File: src/rtl/wb_stage.sv
// rtl/wb_stage.sv - write-back stage: GPR commit, minimal CSR file, ERTN flush, trace port
module wb_stage #(
  parameter int MEM_WB_W = 151,
  parameter int WB_ID_W  = 38
) (
  input  logic                clk,
  input  logic                reset,
  output logic                wb_allowin,
  input  logic                mem_to_wb_valid,
  input  logic [MEM_WB_W-1:0] mem_to_wb_bus,
  output logic                rf_we,
  output logic [4:0]          rf_waddr,
  output logic [31:0]         rf_wdata,
  output logic [WB_ID_W-1:0]  wb_to_id_bus,
  output logic                ertn_flush,
  output logic [31:0]         ertn_pc,
  output logic [31:0]         debug_wb_pc,
  output logic [3:0]          debug_wb_rf_we,
  output logic [4:0]          debug_wb_rf_wnum,
  output logic [31:0]         debug_wb_rf_wdata
);

  localparam logic [13:0] CSR_CRMD   = 14'h0;
  localparam logic [13:0] CSR_PRMD   = 14'h1;
  localparam logic [13:0] CSR_ERA    = 14'h6;
  localparam logic [13:0] CSR_EENTRY = 14'hc;
  localparam logic [13:0] CSR_SAVE0  = 14'h30;
  localparam logic [13:0] CSR_SAVE1  = 14'h31;
  localparam logic [13:0] CSR_SAVE2  = 14'h32;
  localparam logic [13:0] CSR_SAVE3  = 14'h33;

  logic                wb_valid;
  logic                wb_ready_go;
  logic [MEM_WB_W-1:0] payload;

  logic        p_rf_we;
  logic [4:0]  p_rf_waddr;
  logic [31:0] p_rf_wdata;
  logic [31:0] p_pc;
  logic        p_csr_re;
  logic        p_csr_we;
  logic [13:0] p_csr_num;
  logic [31:0] p_csr_wmask;
  logic [31:0] p_csr_wvalue;
  logic        p_ertn;

  assign {p_rf_we, p_rf_waddr, p_rf_wdata, p_pc, p_csr_re, p_csr_we,
          p_csr_num, p_csr_wmask, p_csr_wvalue, p_ertn} = payload;

  logic        crmd_da, crmd_ie;
  logic [1:0]  crmd_plv;
  logic        prmd_pie;
  logic [1:0]  prmd_pplv;
  logic [31:0] era;
  logic [25:0] eentry_va;
  logic [31:0] save0, save1, save2, save3;

  logic [31:0] csr_rvalue;
  logic [31:0] csr_new;
  logic        csr_wr;

  assign wb_ready_go = 1'b1;
  assign wb_allowin  = ~wb_valid | wb_ready_go;
  assign ertn_flush  = wb_valid & p_ertn;
  assign ertn_pc     = era;

  always_ff @(posedge clk or posedge reset) begin
    if (reset) begin
      wb_valid <= 1'b0;
      payload  <= '0;
    end else begin
      wb_valid <= mem_to_wb_valid & wb_allowin & ~ertn_flush;
      if (mem_to_wb_valid & wb_allowin)
        payload <= mem_to_wb_bus;
    end
  end

  always_comb begin
    csr_rvalue = 32'b0;
    case (p_csr_num)
      CSR_CRMD:   csr_rvalue = {28'b0, crmd_da, crmd_ie, crmd_plv};
      CSR_PRMD:   csr_rvalue = {29'b0, prmd_pie, prmd_pplv};
      CSR_ERA:    csr_rvalue = era;
      CSR_EENTRY: csr_rvalue = {eentry_va, 6'b0};
      CSR_SAVE0:  csr_rvalue = save0;
      CSR_SAVE1:  csr_rvalue = save1;
      CSR_SAVE2:  csr_rvalue = save2;
      CSR_SAVE3:  csr_rvalue = save3;
      default:    csr_rvalue = 32'b0;
    endcase
  end

  // Read and write share csr_num, so the read value is also the old value to merge with.
  assign csr_new = (csr_rvalue & ~p_csr_wmask) | (p_csr_wvalue & p_csr_wmask);
  assign csr_wr  = wb_valid & p_csr_we;

  always_ff @(posedge clk or posedge reset) begin
    if (reset) begin
      crmd_da   <= 1'b1;
      crmd_ie   <= 1'b0;
      crmd_plv  <= 2'b0;
      prmd_pie  <= 1'b0;
      prmd_pplv <= 2'b0;
      era       <= 32'b0;
      eentry_va <= 26'b0;
      save0     <= 32'b0;
      save1     <= 32'b0;
      save2     <= 32'b0;
      save3     <= 32'b0;
    end else begin
      if (csr_wr) begin
        case (p_csr_num)
          CSR_CRMD:   {crmd_da, crmd_ie, crmd_plv} <= csr_new[3:0];
          CSR_PRMD:   {prmd_pie, prmd_pplv} <= csr_new[2:0];
          CSR_ERA:    era <= csr_new;
          CSR_EENTRY: eentry_va <= csr_new[31:6];
          CSR_SAVE0:  save0 <= csr_new;
          CSR_SAVE1:  save1 <= csr_new;
          CSR_SAVE2:  save2 <= csr_new;
          CSR_SAVE3:  save3 <= csr_new;
          default:    ;
        endcase
      end
      // Placed after the CSR write so the ERTN restore overrides a same-instruction CRMD write.
      if (ertn_flush) begin
        crmd_plv <= prmd_pplv;
        crmd_ie  <= prmd_pie;
      end
    end
  end

  assign rf_we    = wb_valid & p_rf_we;
  assign rf_waddr = p_rf_waddr;
  assign rf_wdata = p_csr_re ? csr_rvalue : p_rf_wdata;

  assign wb_to_id_bus      = {rf_we, rf_waddr, rf_wdata};
  assign debug_wb_pc       = p_pc;
  assign debug_wb_rf_we    = {4{rf_we}};
  assign debug_wb_rf_wnum  = rf_waddr;
  assign debug_wb_rf_wdata = rf_wdata;

endmodule

File: config.mk
export PLATFORM = sky130hd
export DESIGN_NAME = wb_stage
export DESIGN_NICKNAME = d
export VERILOG_FILES = /design/src/rtl/wb_stage.sv
export SDC_FILE = /design/constraint.sdc
export NUM_CORES = 1
export LEC_CHECK = 0
export BUFFER_PORTS_ARGS = -buffer_cell sky130_fd_sc_hd__buf_2
export CORE_MARGIN = 3
export CORE_UTILIZATION = 55
export CTS_CLUSTER_DIAMETER = 60
export DETAILED_ROUTE_END_ITERATION = 12
export PLACE_DENSITY_LB_ADDON = 0.15
export SYNTH_ARGS = -nofsm -noshare
export SYNTH_HDL_FRONTEND = slang
export SYNTH_SLANG_ARGS = --single-unit
File: constraint.sdc
create_clock -name clk -period 14.1 [get_ports clk]
set_input_delay 3.525 -clock clk [delete_from_list [all_inputs] [get_ports clk]]
set_output_delay 3.525 -clock clk [all_outputs]
set_load 0.01 [all_outputs]
==> summary.md <==
| Metric | Value |
|---|---|
| Root buf cell | `clkbuf_16` |
| Critical Path Max Stage Delay | `0.84 ns` |
| Total core area | `28160 um^2` |
| Initial antenna violation count | `3` |
| FMAX | `138.7 MHz` |
| Pre-CTS worst setup slack | `7.235 ns` |
| Clk sinks | `345` |
| Setup-failing EPs final | `0` |
| Mapped Nets | `1563` |
| Residual DRC | `0` |
| IO Pins | `337` |
| Max-slew headroom | `16.14%` |
| Layout Cells excl Fill | `1996` |
| PwrDens | `124.6 nW/um^2` |
| Worst Max-Slew Pin Slew | `1.254 ns` |
| Area Growth Syn to Fin | `14.21%` |
| Crit. Startpoint | `payload[66]` |
| RSZ-0062 raised after global routing | `false` |
| Worst path arrival time | `3.68 ns` |
| Layout Nets | `1745` |
| Initial Util | `56.44%` |
| CTS tree | `yes` |
| Average wire per standard cell | `20.50 um` |
| Final worst path period share | `51.12%` |
| GRT overflow | `0` |
| Clk_lat worst skew | `0.52 ns` |
| Vias per cell | `5.813` |
| Final min period | `7.209 ns` |
| Layout cells sized above 1 | `38.12%` |
| Via Count | `11603` |
| RR Endpoint | `save3[12]` |
| Outcome | `complete, no violations` |
| YS warnings | `0` |
| Pin count of the biggest net entering global routing | `123` |
| Synth area leaders | `dfrtp_1 (54%), mux2_2 (13%), buf_4 (5.6%), o21ai_0 (3.2%), a31oi_1 (3.1%)` |
| Site Rows | `61` |
| GPL Wtd Cong | `0.8033` |
| Global Route Usage Sum | `25.94%` |
| Synthesized area per cell | `11.28 um^2` |
| Met2 routed WL | `20140 um` |
| Layout filler cell count | `2259` |
| Worst hold slack | `0.4784 ns` |
| DR iter-0 viols | `714` |
| Metal-1 WL | `17300 um` |
| Synth async-reset ratio | `100.0%` |
| Final hold vios | `0` |
| Crit Path Class | `register to output pin` |
| Vias in the first global route | `11374` |
| Top sig layer | `met5` |
| ANT nets after route | `0` |
| Placed Instances | `1929` |
| Post-synth top area share | `54.15%` |
| Seq/Total Area, Yosys | `54.32%` |
| Die Ht | `176.0 um` |
| FF-to-FF path depth | `4` |
| Die Width | `176.0 um` |
| Worst setup SP type | `register` |
| DR WL met3 | `2523 um` |
| Final setup TNS | `0 ns` |
| First-pass GRT wire length | `63390 um` |
| Post-synth top flop | `dfrtp_1` |
| Worst VDD drop | `91.08 uV` |
| CP Max Fanout | `20` |
| Post-Route Utilization | `64.46%` |
| Worst Setup EP | `wb_to_id_bus[9]` |
| CTS Buf Count | `37` |
| Register area | `8636 um^2` |
| H-tree depth | `2` |
| Cells after Synth | `1409` |
| Synth top cells by count | `dfrtp_1 (344), mux2_2 (178), nand2_1 (126), buf_4 (119), nor2_1 (104)` |
| Multi-input gate area | `5978 um^2` |
| Clock transition at path regs | `0.06 ns` |
| Critical path data required time | `10.57 ns` |
| Worst r2r src | `payload[66]` |
| Cell breakdown of the critical path | `buf_4 > and2_1 > a22o_1 > a22oi_1 > a21oi_1 > mux2_2 > buf_2` |
| Reg2Reg Setup Slack | `10.37 ns` |
| Fin worst setup slack | `6.891 ns` |
| Flops & latches, synth | `345` |
| Clk_skew | `0.01846 ns` |
| Port Buffers | `335` |
| CP Capture Type | `output pin` |
| Post-DP HPWL | `27610 um` |
| Final wirelength | `40910 um` |
| Post-CTS Setup Bufs | `0` |
| Cell area after synthesis | `15900 um^2` |
| DR pass1 iterations | `6` |
| Final slew viol count | `0` |
| CTS hold repair buffers | `0` |
| Worst path slowest cell | `dfrtp_1` |
| Yosys top cell by area | `dfrtp_1` |
| Most numerous cell in the Yosys netlist | `dfrtp_1` |
| Library cells used by synthesis | `51` |
| Post-synth EDFFs | `0` |
| P_leak | `8.446 nW` |
| Max-cap violation count | `0` |
| Die area | `30980 um^2` |
| Bufs on Longest Clock Path | `3` |
| Post-CTS sizing | `0` |
| Hold crit path type | `register to register` |
-- area by class of cell --
| cell class | count | area share [%] |
|---|---|---|
| sequential | 345 | 47.57 |
| clock inverter | 4 | 0.1309 |
| timing repair buffer | 355 | 10.12 |
| antenna | 2 | 0.02757 |
| multi-input combinational | 844 | 32.93 |
| clock buffer | 60 | 6.416 |
| tap | 378 | 2.605 |
| inverter | 8 | 0.2068 |
-- layout by cell type (no fill, tap or decap), types with 2 or more instances in the layout --
master / count
clkbuf_8: 11
nor4_2: 2
and2_1: 6
nand2_1: 125
clkinv_2: 3
a31oi_1: 80
clkbuf_1: 10
clkbuf_16: 39
a211o_1: 12
o22ai_1: 15
mux4_2: 14
nor3b_1: 3
o21ai_0: 103
and3_1: 12
nor2_1: 104
mux2i_1: 18
nand4_1: 4
buf_6: 2
nor2b_1: 4
diode_2: 2
nand3_1: 27
a221oi_1: 3
o2bb2ai_1: 4
buf_2: 334
o31a_1: 2
dfrtp_1: 343
inv_1: 7
buf_4: 19
a21oi_1: 33
a22o_1: 24
o211ai_1: 4
a22oi_1: 41
mux2_2: 178
o31ai_1: 4
-- per-stage QoR --
step           power (W)  instance area, um^2
2_1_floorplan   0.001273                15900
3_3_place_gp    0.001333                16950
3_5_place_dp    0.001339                16950
4_1_cts         0.002281                18140
5_1_grt         0.002349                18150
6_report        0.002263                18150
-- kinds of logic (layout without fill, tap and decap cells) --
family	after synthesis	in the layout	share of synthesized area, %
AOI/OAI and AO/OA	333	333	13.25
buffers and inverters	220	427	8.265
DFF	345	345	54.32
muxes	210	210	15.73
other	1	3	0.02359
and+or+nand+nor	300	300	8.422
-- sequential cells by signal, summed over array words and instances, names as in the netlist --
signal / cells
save1: 32
prmd_pplv: 2
save2: 32
crmd_da: 1
wb_valid: 1
payload: 151
save0: 32
prmd_pie: 1
crmd_plv: 2
save3: 32
crmd_ie: 1
eentry_va: 26
ertn_pc: 32
-- layer usage --
metal	track usage, %	vias to the layer above
li1	-	5302
met1	35.68	5793
met2	42.67	437
met3	4.301	69
met4	8.149	2
met5	0	-
-- worst min-delay path by stage --
stage / startpoint / end / slack (ns) / cells after the start
after floorplan: save1[1] / save1[1] / 0.44 / 2
after global placement: save3[16] / save3[16] / 0.46 / 2
after detailed placement: save1[11] / save1[11] / 0.47 / 2
after CTS: save1[11] / save1[11] / 0.48 / 2
after global routing: save2[28] / save2[28] / 0.50 / 2
final: save2[12] / save2[12] / 0.48 / 2
-- worst max-delay path: cells and delay by family (launching register included) --
kind	cells	cell delay, ns
buf+inv	2	0.55
mux	1	0.28
flops	1	0.84
compound gates	3	0.67
simple gates	1	0.81
-- where the power goes --
group          switching, W  internal [W]
Combinational      0.000134      0.000109
Clock              0.000379      0.000563
Sequential        0.0000416       0.00104
Total              0.000555       0.00171
(Power assumes the default switching activity.)
